$ cat src/rtl/subword_mem_ctrl.sv
// subword_mem_ctrl: multi-cycle load/store sequencer with sub-word read-modify-write, alignment check and ack watchdog
module subword_mem_ctrl #(
    parameter int TIMEOUT = 255
) (
    input  logic        clk,
    input  logic        rst_n,
    input  logic        req_valid,
    input  logic        req_write,
    input  logic [1:0]  req_mode,
    input  logic        req_signed,
    input  logic [31:0] req_addr,
    input  logic [31:0] req_wdata,
    output logic        req_ready,
    output logic        stall,
    output logic        rsp_valid,
    output logic [31:0] rsp_rdata,
    output logic        misaligned,
    output logic        bus_err,
    output logic        mem_req,
    output logic        mem_we,
    output logic [31:0] mem_addr,
    output logic [31:0] mem_wdata,
    input  logic [31:0] mem_rdata,
    input  logic        mem_ack
);
    localparam int CW = TIMEOUT > 1 ? $clog2(TIMEOUT) : 1;
    typedef enum logic [1:0] {IDLE, READ, WRITE, DONE} state_t;
    state_t        state, state_nxt;
    logic [CW-1:0] cnt, cnt_nxt;
    logic          op_write, op_signed;
    logic [1:0]    op_mode;
    logic [31:0]   op_addr;
    logic [15:0]   op_wdata;
    logic [31:0]   wdata_q, wdata_nxt, rdata_q, rdata_nxt;
    logic          mis_q, mis_nxt, berr_q, berr_nxt;
    logic          req_mis, take, expired;
    logic [4:0]    bsh;
    logic [15:0]   lane;
    logic [31:0]   bmask, ext, merged;

    // half needs addr[0]=0, word (mode 1x) needs addr[1:0]=0
    assign req_mis = req_mode == 2'b01 ? req_addr[0] : req_mode[1] && req_addr[1:0] != 2'b00;
    // aligned halves have addr[0]=0, so one shift amount serves both byte and half lanes
    assign bsh     = {op_addr[1:0], 3'b000};
    assign lane    = 16'(mem_rdata >> bsh);
    assign ext     = op_mode[1] ? mem_rdata :
                     op_mode[0] ? {{16{op_signed & lane[15]}}, lane} :
                                  {{24{op_signed & lane[7]}}, lane[7:0]};
    assign bmask   = (op_mode[0] ? 32'h0000_ffff : 32'h0000_00ff) << bsh;
    assign merged  = (mem_rdata & ~bmask) | (({16'h0, op_wdata} << bsh) & bmask);
    assign expired = cnt == CW'(TIMEOUT - 1);
    assign mem_addr   = {op_addr[31:2], 2'b00};
    assign mem_wdata  = wdata_q;
    assign rsp_rdata  = rdata_q;
    assign misaligned = mis_q;
    assign bus_err    = berr_q;

    // state register
    always_ff @(posedge clk or negedge rst_n) begin
        if (!rst_n) state <= IDLE;
        else state <= state_nxt;
    end

    // next state, handshake outputs and next datapath values
    always_comb begin
        state_nxt = state;
        cnt_nxt   = cnt;
        wdata_nxt = wdata_q;
        rdata_nxt = rdata_q;
        mis_nxt   = 1'b0;
        berr_nxt  = 1'b0;
        take      = 1'b0;
        req_ready = state == IDLE;
        mem_req   = state == READ || state == WRITE;
        mem_we    = state == WRITE;
        rsp_valid = state == DONE;
        stall     = (state == IDLE && req_valid && rst_n) || mem_req;
        case (state)
            IDLE: if (req_valid) begin
                take      = 1'b1;
                cnt_nxt   = '0;
                rdata_nxt = '0;
                if (req_mis) begin
                    state_nxt = DONE;
                    mis_nxt   = 1'b1;
                end else if (req_write && req_mode[1]) begin
                    state_nxt = WRITE;
                    wdata_nxt = req_wdata;
                end else state_nxt = READ;
            end
            READ: if (mem_ack) begin
                cnt_nxt = '0;
                if (op_write) begin
                    state_nxt = WRITE;
                    wdata_nxt = merged;
                end else begin
                    state_nxt = DONE;
                    rdata_nxt = ext;
                end
            end else if (expired) begin
                state_nxt = DONE;
                berr_nxt  = 1'b1;
            end else cnt_nxt = cnt + 1'b1;
            WRITE: if (mem_ack) state_nxt = DONE;
            else if (expired) begin
                state_nxt = DONE;
                berr_nxt  = 1'b1;
            end else cnt_nxt = cnt + 1'b1;
            default: state_nxt = IDLE;
        endcase
    end

    // request capture and datapath registers
    always_ff @(posedge clk or negedge rst_n) begin
        if (!rst_n) begin
            op_write  <= 1'b0;
            op_signed <= 1'b0;
            op_mode   <= 2'b00;
            op_addr   <= '0;
            op_wdata  <= '0;
            cnt       <= '0;
            wdata_q   <= '0;
            rdata_q   <= '0;
            mis_q     <= 1'b0;
            berr_q    <= 1'b0;
        end else begin
            if (take) begin
                op_write  <= req_write;
                op_signed <= req_signed;
                op_mode   <= req_mode;
                op_addr   <= req_addr;
                op_wdata  <= req_wdata[15:0];
            end
            cnt     <= cnt_nxt;
            wdata_q <= wdata_nxt;
            rdata_q <= rdata_nxt;
            mis_q   <= mis_nxt;
            berr_q  <= berr_nxt;
        end
    end
endmodule
$ cat config.mk
export PLATFORM = sky130hd
export DESIGN_NAME = subword_mem_ctrl
export DESIGN_NICKNAME = d
export VERILOG_FILES = /design/src/rtl/subword_mem_ctrl.sv
export SDC_FILE = /design/constraint.sdc
export NUM_CORES = 1
export LEC_CHECK = 0
export CAP_MARGIN = 30
export CORE_ASPECT_RATIO = 1.4
export CORE_MARGIN = 1.5
export CORE_UTILIZATION = 52
export DETAILED_ROUTE_END_ITERATION = 10
export HOLD_SLACK_MARGIN = 0.06
export PLACE_DENSITY = 0.93
export SLEW_MARGIN = 20
export SYNTH_ARGS = -nofsm -noshare
export SYNTH_HDL_FRONTEND = slang
export SYNTH_SLANG_ARGS = --single-unit
$ cat constraint.sdc
create_clock -name clk -period 3 [get_ports clk]
set_input_delay 0.3 -clock clk [delete_from_list [all_inputs] [get_ports clk]]
set_output_delay 0.3 -clock clk [all_outputs]
set_load 0.01 [all_outputs]
==> impl_metrics.ini, run 1 <==
[logic_synthesis]
synthTopCellsByCount = dfrtp_1 (128), mux2_2 (68), a21oi_1 (42)
syn_area_per_cell_um2 = 10.4
synth_flop_cell = dfrtp_1
syn_inst = 672
synth_area_mm2 = 0.00700
synth.top_cell.area_share_pct = 45.7
yosys-top-cells-area = dfrtp_1 (46%), mux2_2 (11%), buf_4 (3.9%)
async_flop_share_pct = 100
ys_warn_count = 0
synth.distinct_cells = 52
synth-edff-count = 0
synth_seq_area_share_pct = 45.7
synthMostInstantiatedCell = dfrtp_1
yosys.area.top_type = dfrtp_1
synth-seq-cells = 128

[final_layout]
multiInputGateArea_mm2 = 0.00323
area_growth_pct = 36.1
drive_gt1_share_pct = 15.9
final_area_mm2 = 0.00953
fillers = 953
stdcell_count = 1019
finalNetCount = 934
seqCellArea_mm2 = 0.00320
antenna_cells = 0

[route]
ant_nets = 0
vias = 6234
first_iter_violations = 607
drtPass1Iterations = 6
avgRoutedWirePerCell_um = 20.9
via_per_inst = 6.12
wl_um = 21300
drc_errors = 0

[floorplan]
boundaryPins = 207
core_area_mm2 = 0.0133
floorplan.initialDensity_pct = 52.8
die_w_um = 101
num_rows = 50
die_h_um = 140
die_area_mm2 = 0.0142

[clock_tree]
numCtsBuffers = 17
clk_path_buf_depth = 2
clk_pin_slew_ns = 0.06
post_cts_buffers = 0
clock-root-buffer = clkbuf_16
insertion_delay_ns = 0.42
cts.sinks = 128
tritoncts = done
cts.htree.levels = 4

[global_route]
grt_pass1_vias = 6292
grt_start_max_net_pins = 66
overflow = 0
grtUsageTotal_pct = 30.8
grt_pass1_wl_um = 33400
antenna_found_initial = 0

[critical_path]
cp.arrival_ns = 2.14
critPathMaxFanout = 10
max_stage_delay_ns = 0.53
crit_slowest_cell = clkdlybuf4s50_1
crit_required_ns = 2.70
endpoint_kind = output port
path_cells = inv_1, ha_1, a31o_2, clkdlybuf4s50_1
crit_path_start_kind = register
timing_worst_setup_path_type = register to output port

[timing]
tightest_slew_ns = 0.770
setup_tns_ns = 0
rsz0062_at_grt = no
hold_viol_final = 0
finClkSkew_ns = 0.00775
fmax_ghz = 0.410
fin_ws_ns = 0.562
final-setup-viol-count = 0
maxSlewHeadroom_pct = 48.7
drv_slew = 0
finalCritPeriodShare_pct = 81.3
period_minus_slack_ns = 2.44

[placement]
dp_cells = 986
placed_area_mm2 = 0.00893
pre_cts_slack_ns = 0.784
routabilityCongestion = 0.930
hpwl_um = 14800
port_buffers = 204

[outcome]
outcome = finished, final reports clean

[min_path]
hold_class = input pin to async pin

[pwr]
ir_worst_vdd_mv = 0.789
leakage_nw = 4.04
total_power_mw = 10.6
power.density_mw_per_mm2 = 1110

[job]
max_cap_viol_count = 0
==> worst paths after layout <==
check | startpoint | end | slack, ns | cells past startpoint
setup reg to reg | state[0] | mem_wdata[24] | 0.73 | 7
setup / recovery | state[1] | stall | 0.56 | 4
max in group asynchronous | rst_n | rsp_rdata[14] | 1.60 | 3
hold reg to reg | rsp_rdata[0] | rsp_rdata[0] | 0.49 | 2
hold / removal | rst_n | cnt[6] | 0.38 | 2
min in group clk | req_wdata[31] | mem_wdata[31] | 0.48 | 3
==> worst max-delay path, delay by kind of cell, from the launching register on <==
family          cells  cell delay (ns)
compound gates      1             0.23
fa+ha+maj           1             0.42
flops               1             0.42
buf+inv             2             0.65
==> cells by family after synthesis <==
family	Yosys count	share of synthesized area (%)
DFF	128	45.7
AOI/OAI and AO/OA	209	21.2
and+or+nand+nor	115	8.29
other	1	0.0535
buffers and inverters	117	8.50
adders and majority gates	6	1.07
muxes	96	15.1
==> layer usage <==
layer	track usage [%]	share of wire (%)	wire length, um
met5	0	0	0
met3	7.83	7.6	1620
met2	51.2	50	10700
met4	17.3	6.3	1340
met1	35.7	36	7610
==> where the power goes <==
| part | switching (mW) | internal [mW] | leakage [nW] |
|---|---|---|---|
| combinational | 2.64 | 2.73 | 2.17 |
| clock | 0.789 | 1.30 | 0.290 |
| sequential | 0.608 | 2.49 | 1.58 |
| total | 4.03 | 6.52 | 4.04 |
==> state kept, by name, indices dropped and copies added, names as in the netlist <==
name,cells
state,2
rsp_rdata,32
op_wdata,16
op_write,1
op_signed,1
cnt,8
mem_wdata,32
misaligned,1
op_mode,2
bus_err,1
op_addr,32
==> through the flow <==
stage / hold WS (ns) / util [%]
2_1_floorplan: 0.00441 / -
3_3_place_gp: 0.292 / 67.3
3_5_place_dp: 0.293 / 67.3
4_1_cts: 0.389 / 71.9
5_1_grt: 0.435 / 71.9
6_report: 0.385 / 71.9
==> cell usage in the layout, fill, tap and decap left out, types with 3 or more instances in the layout <==
cell and count:
o22ai_1 16, nand2_1 36, inv_1 31, ha_1 5
buf_4 12, bufinv_16 3, nand2b_1 20, and2_1 3
o21ai_0 25, nor2b_1 7, a31oi_1 14, o21ai_1 13
o21bai_1 8, o221ai_1 15, o2111ai_1 7, mux2i_1 27
a21oi_1 42, nand3_1 3, clkinv_2 5, a32oi_1 8
o221a_2 9, and3_1 3, clkdlybuf4s50_1 203, o22a_1 9
a221o_1 16, nor2_1 30, a2bb2oi_1 15, mux2_2 68
dfrtp_1 128, clkbuf_16 17
==> final cells by class <==
cell class,count,share of cell area (%)
Clock buffer,18,4.50
Inverter,32,1.26
Timing Repair Buffer,217,22.6
Clock inverter,14,1.73
Multi-Input combinational cell,428,33.9
Sequential cell,128,33.6
Tap cell,182,2.39
==> timing repair <==
action | in CTS | in global routing
gates resized for setup | 0 | 0
hold buffers | 1 | 0
endpoints found under the hold margin | 33 | 0
Note: power is estimated with default switching activity, not from simulation.
==> inputs of run 2 (changes only) <==
--- a/config.mk
+++ b/config.mk
@@ -8,10 +8,10 @@
 export CAP_MARGIN = 30
 export CORE_ASPECT_RATIO = 1.4
 export CORE_MARGIN = 1.5
-export CORE_UTILIZATION = 52
+export CORE_UTILIZATION = 48
 export DETAILED_ROUTE_END_ITERATION = 10
 export HOLD_SLACK_MARGIN = 0.06
-export PLACE_DENSITY = 0.93
+export PLACE_DENSITY = 0.87
 export SLEW_MARGIN = 20
 export SYNTH_ARGS = -nofsm -noshare
 export SYNTH_HDL_FRONTEND = slang
==> constraint.sdc (replaced) <==
create_clock -name clk -period 2.45 [get_ports clk]
set_input_delay 0.245 -clock clk [delete_from_list [all_inputs] [get_ports clk]]
set_output_delay 0.245 -clock clk [all_outputs]
set_load 0.01 [all_outputs]
==> run 2 against run 1 <==
Against the previous run: global-route usage down 3.6 points; sequential share of layout area is 0.23 points lower; largest power group unchanged; register-to-register slack worse by 0.40 ns; wire length fell by 3.8%; power is 22% higher; critical path depth is the same; first-iteration DRC count shrank 25%; sequential cell count stayed put; final cell count up 1.1%.
==> impl_metrics.ini, run 2 (synthesis results as in run 1) <==
[pwr]
ir_worst_vdd_mv = 0.963
leakage_nw = 4.06
power.density_mw_per_mm2 = 1340

[critical_path]
crit_family = buffers and inverters
r2r_slack_ns = 0.33
crit_slowest_cell = clkdlybuf4s50_1
worst-path-buf-inv = 2
reg2regPathDepth = 6
max_stage_delay_ns = 0.54
crit_required_ns = 2.20
path_cells = inv_1, ha_1, a31o_2, clkdlybuf4s50_1
cp.arrival_ns = 2.01
crit_path_start_kind = register
timing_worst_setup_path_type = register to output port
path_depth = 4
critPathMaxFanout = 8
endpoint_kind = output port

[timing]
setup_tns_ns = 0
whs_ns = 0.422
fmax_ghz = 0.443
finClkSkew_ns = 0.00746
final-setup-viol-count = 0
hold_viol_final = 0
drv_slew = 0
finalCritPeriodShare_pct = 92.2
maxSlewHeadroom_pct = 51.2
rsz0062_at_grt = no
tightest_slew_ns = 0.733
period_minus_slack_ns = 2.26

[global_route]
grt_start_max_net_pins = 129
grt_pass1_vias = 6057
antenna_found_initial = 0
overflow = 0
grtUsageTotal_pct = 27.2
grt_pass1_wl_um = 32300

[floorplan]
boundaryPins = 207
num_rows = 52
core_area_mm2 = 0.0144
die_h_um = 146
floorplan.initialDensity_pct = 48.7
die_area_mm2 = 0.0153
die_w_um = 105

[clock_tree]
numCtsBuffers = 17
postCtsHoldBufs = 1
cts.htree.levels = 4
insertion_delay_ns = 0.42
clk_path_buf_depth = 2
cts_resized = 0
post_cts_buffers = 0
tritoncts = done
cts.sinks = 128
clk_pin_slew_ns = 0.06
clock-root-buffer = clkbuf_16

[final_layout]
drive_gt1_share_pct = 16.3
layout_commonest_cell = clkdlybuf4s50_1
seqCellArea_mm2 = 0.00320
finalNetCount = 939
multiInputGateArea_mm2 = 0.00323
final_cell_mix = clkdlybuf4s50_1 (203), dfrtp_1 (128), mux2_2 (68)
fillers = 1063
area_growth_pct = 37.0
antenna_cells = 0

[route]
via_per_inst = 5.84
wl_um = 20500
drtPass1Iterations = 5
first_iter_violations = 455
ant_nets = 0
drc_errors = 0
vias = 6014
avgRoutedWirePerCell_um = 19.9

[placement]
hpwl_um = 14500
port_buffers = 204
routabilityCongestion = 0.928

[outcome]
outcome = finished, final reports clean

[job]
max_cap_viol_count = 0

[min_path]
holdPathStages = 3
hold_class = input pin to register
## run 2: routing by layer
layer / up-vias / wire, um / track usage, %
li1: 2750 / - / -
met1: 2887 / 7840 / 32.6
met2: 310 / 10300 / 45.1
met3: 67 / 1360 / 6.09
met4: 0 / 967 / 14.9
met5: - / 0 / 0
## run 2: report_power, final
group / leakage [nW] / switching (mW) / internal [mW]
registers: 1.58 / 0.716 / 3.05
logic: 2.20 / 3.18 / 3.43
clock network: 0.284 / 0.926 / 1.61
## run 2: cell type report
type                    count  area share, %
inverters                  32           1.25
multi-input cells         428           33.7
clock inverters            12           1.49
clock buffers              19           4.62
repair buffers            222           23.1
flip-flops and latches    128           33.4
well taps                 189           2.46
## run 2: worst paths after layout
kind | from | endpoint
max | state[1] | stall
min | req_wdata[31] | mem_wdata[31]
max in group asynchronous | rst_n | mem_wdata[2]
min in group asynchronous | rst_n | op_wdata[13]
min reg2reg | rsp_rdata[2] | rsp_rdata[2]
max reg2reg | state[0] | mem_wdata[0]
## run 2: per-stage QoR
| step | instances | setup WS, ns | instance area (um2) | power, mW | utilization (%) |
|---|---|---|---|---|---|
| 5_1_grt | 1030 | 0.114 | 9600 | 13.6 | 66.7 |
| 2_1_floorplan | 673 | 0.467 | 7010 | 7.89 | - |
| 4_1_cts | 1030 | 0.199 | 9600 | 12.9 | 66.7 |
| 3_3_place_gp | 998 | 0.394 | 9000 | 10.1 | 62.6 |
| 6_report | 1030 | 0.190 | 9600 | 12.9 | 66.7 |
| 3_5_place_dp | 998 | 0.329 | 9000 | 10.3 | 62.6 |
## run 2: worst register-to-register path: cells and delay by family (launching register included)
kind | cells | cell delay (ns)
mux | 1 | 0.41
simple gates | 1 | 0.22
fa+ha+maj | 1 | 0.30
flops | 1 | 0.40
buf+inv | 2 | 0.34
compound gates | 1 | 0.33
==> inputs of run 3 (changes only) <==
--- a/config.mk
+++ b/config.mk
@@ -12,7 +12,6 @@
 export DETAILED_ROUTE_END_ITERATION = 10
 export HOLD_SLACK_MARGIN = 0.06
 export PLACE_DENSITY = 0.87
-export SLEW_MARGIN = 20
 export SYNTH_ARGS = -nofsm -noshare
 export SYNTH_HDL_FRONTEND = slang
 export SYNTH_SLANG_ARGS = --single-unit
==> results of run 3 <==
Final layout, timing and power as in run 2 (identical DEF).
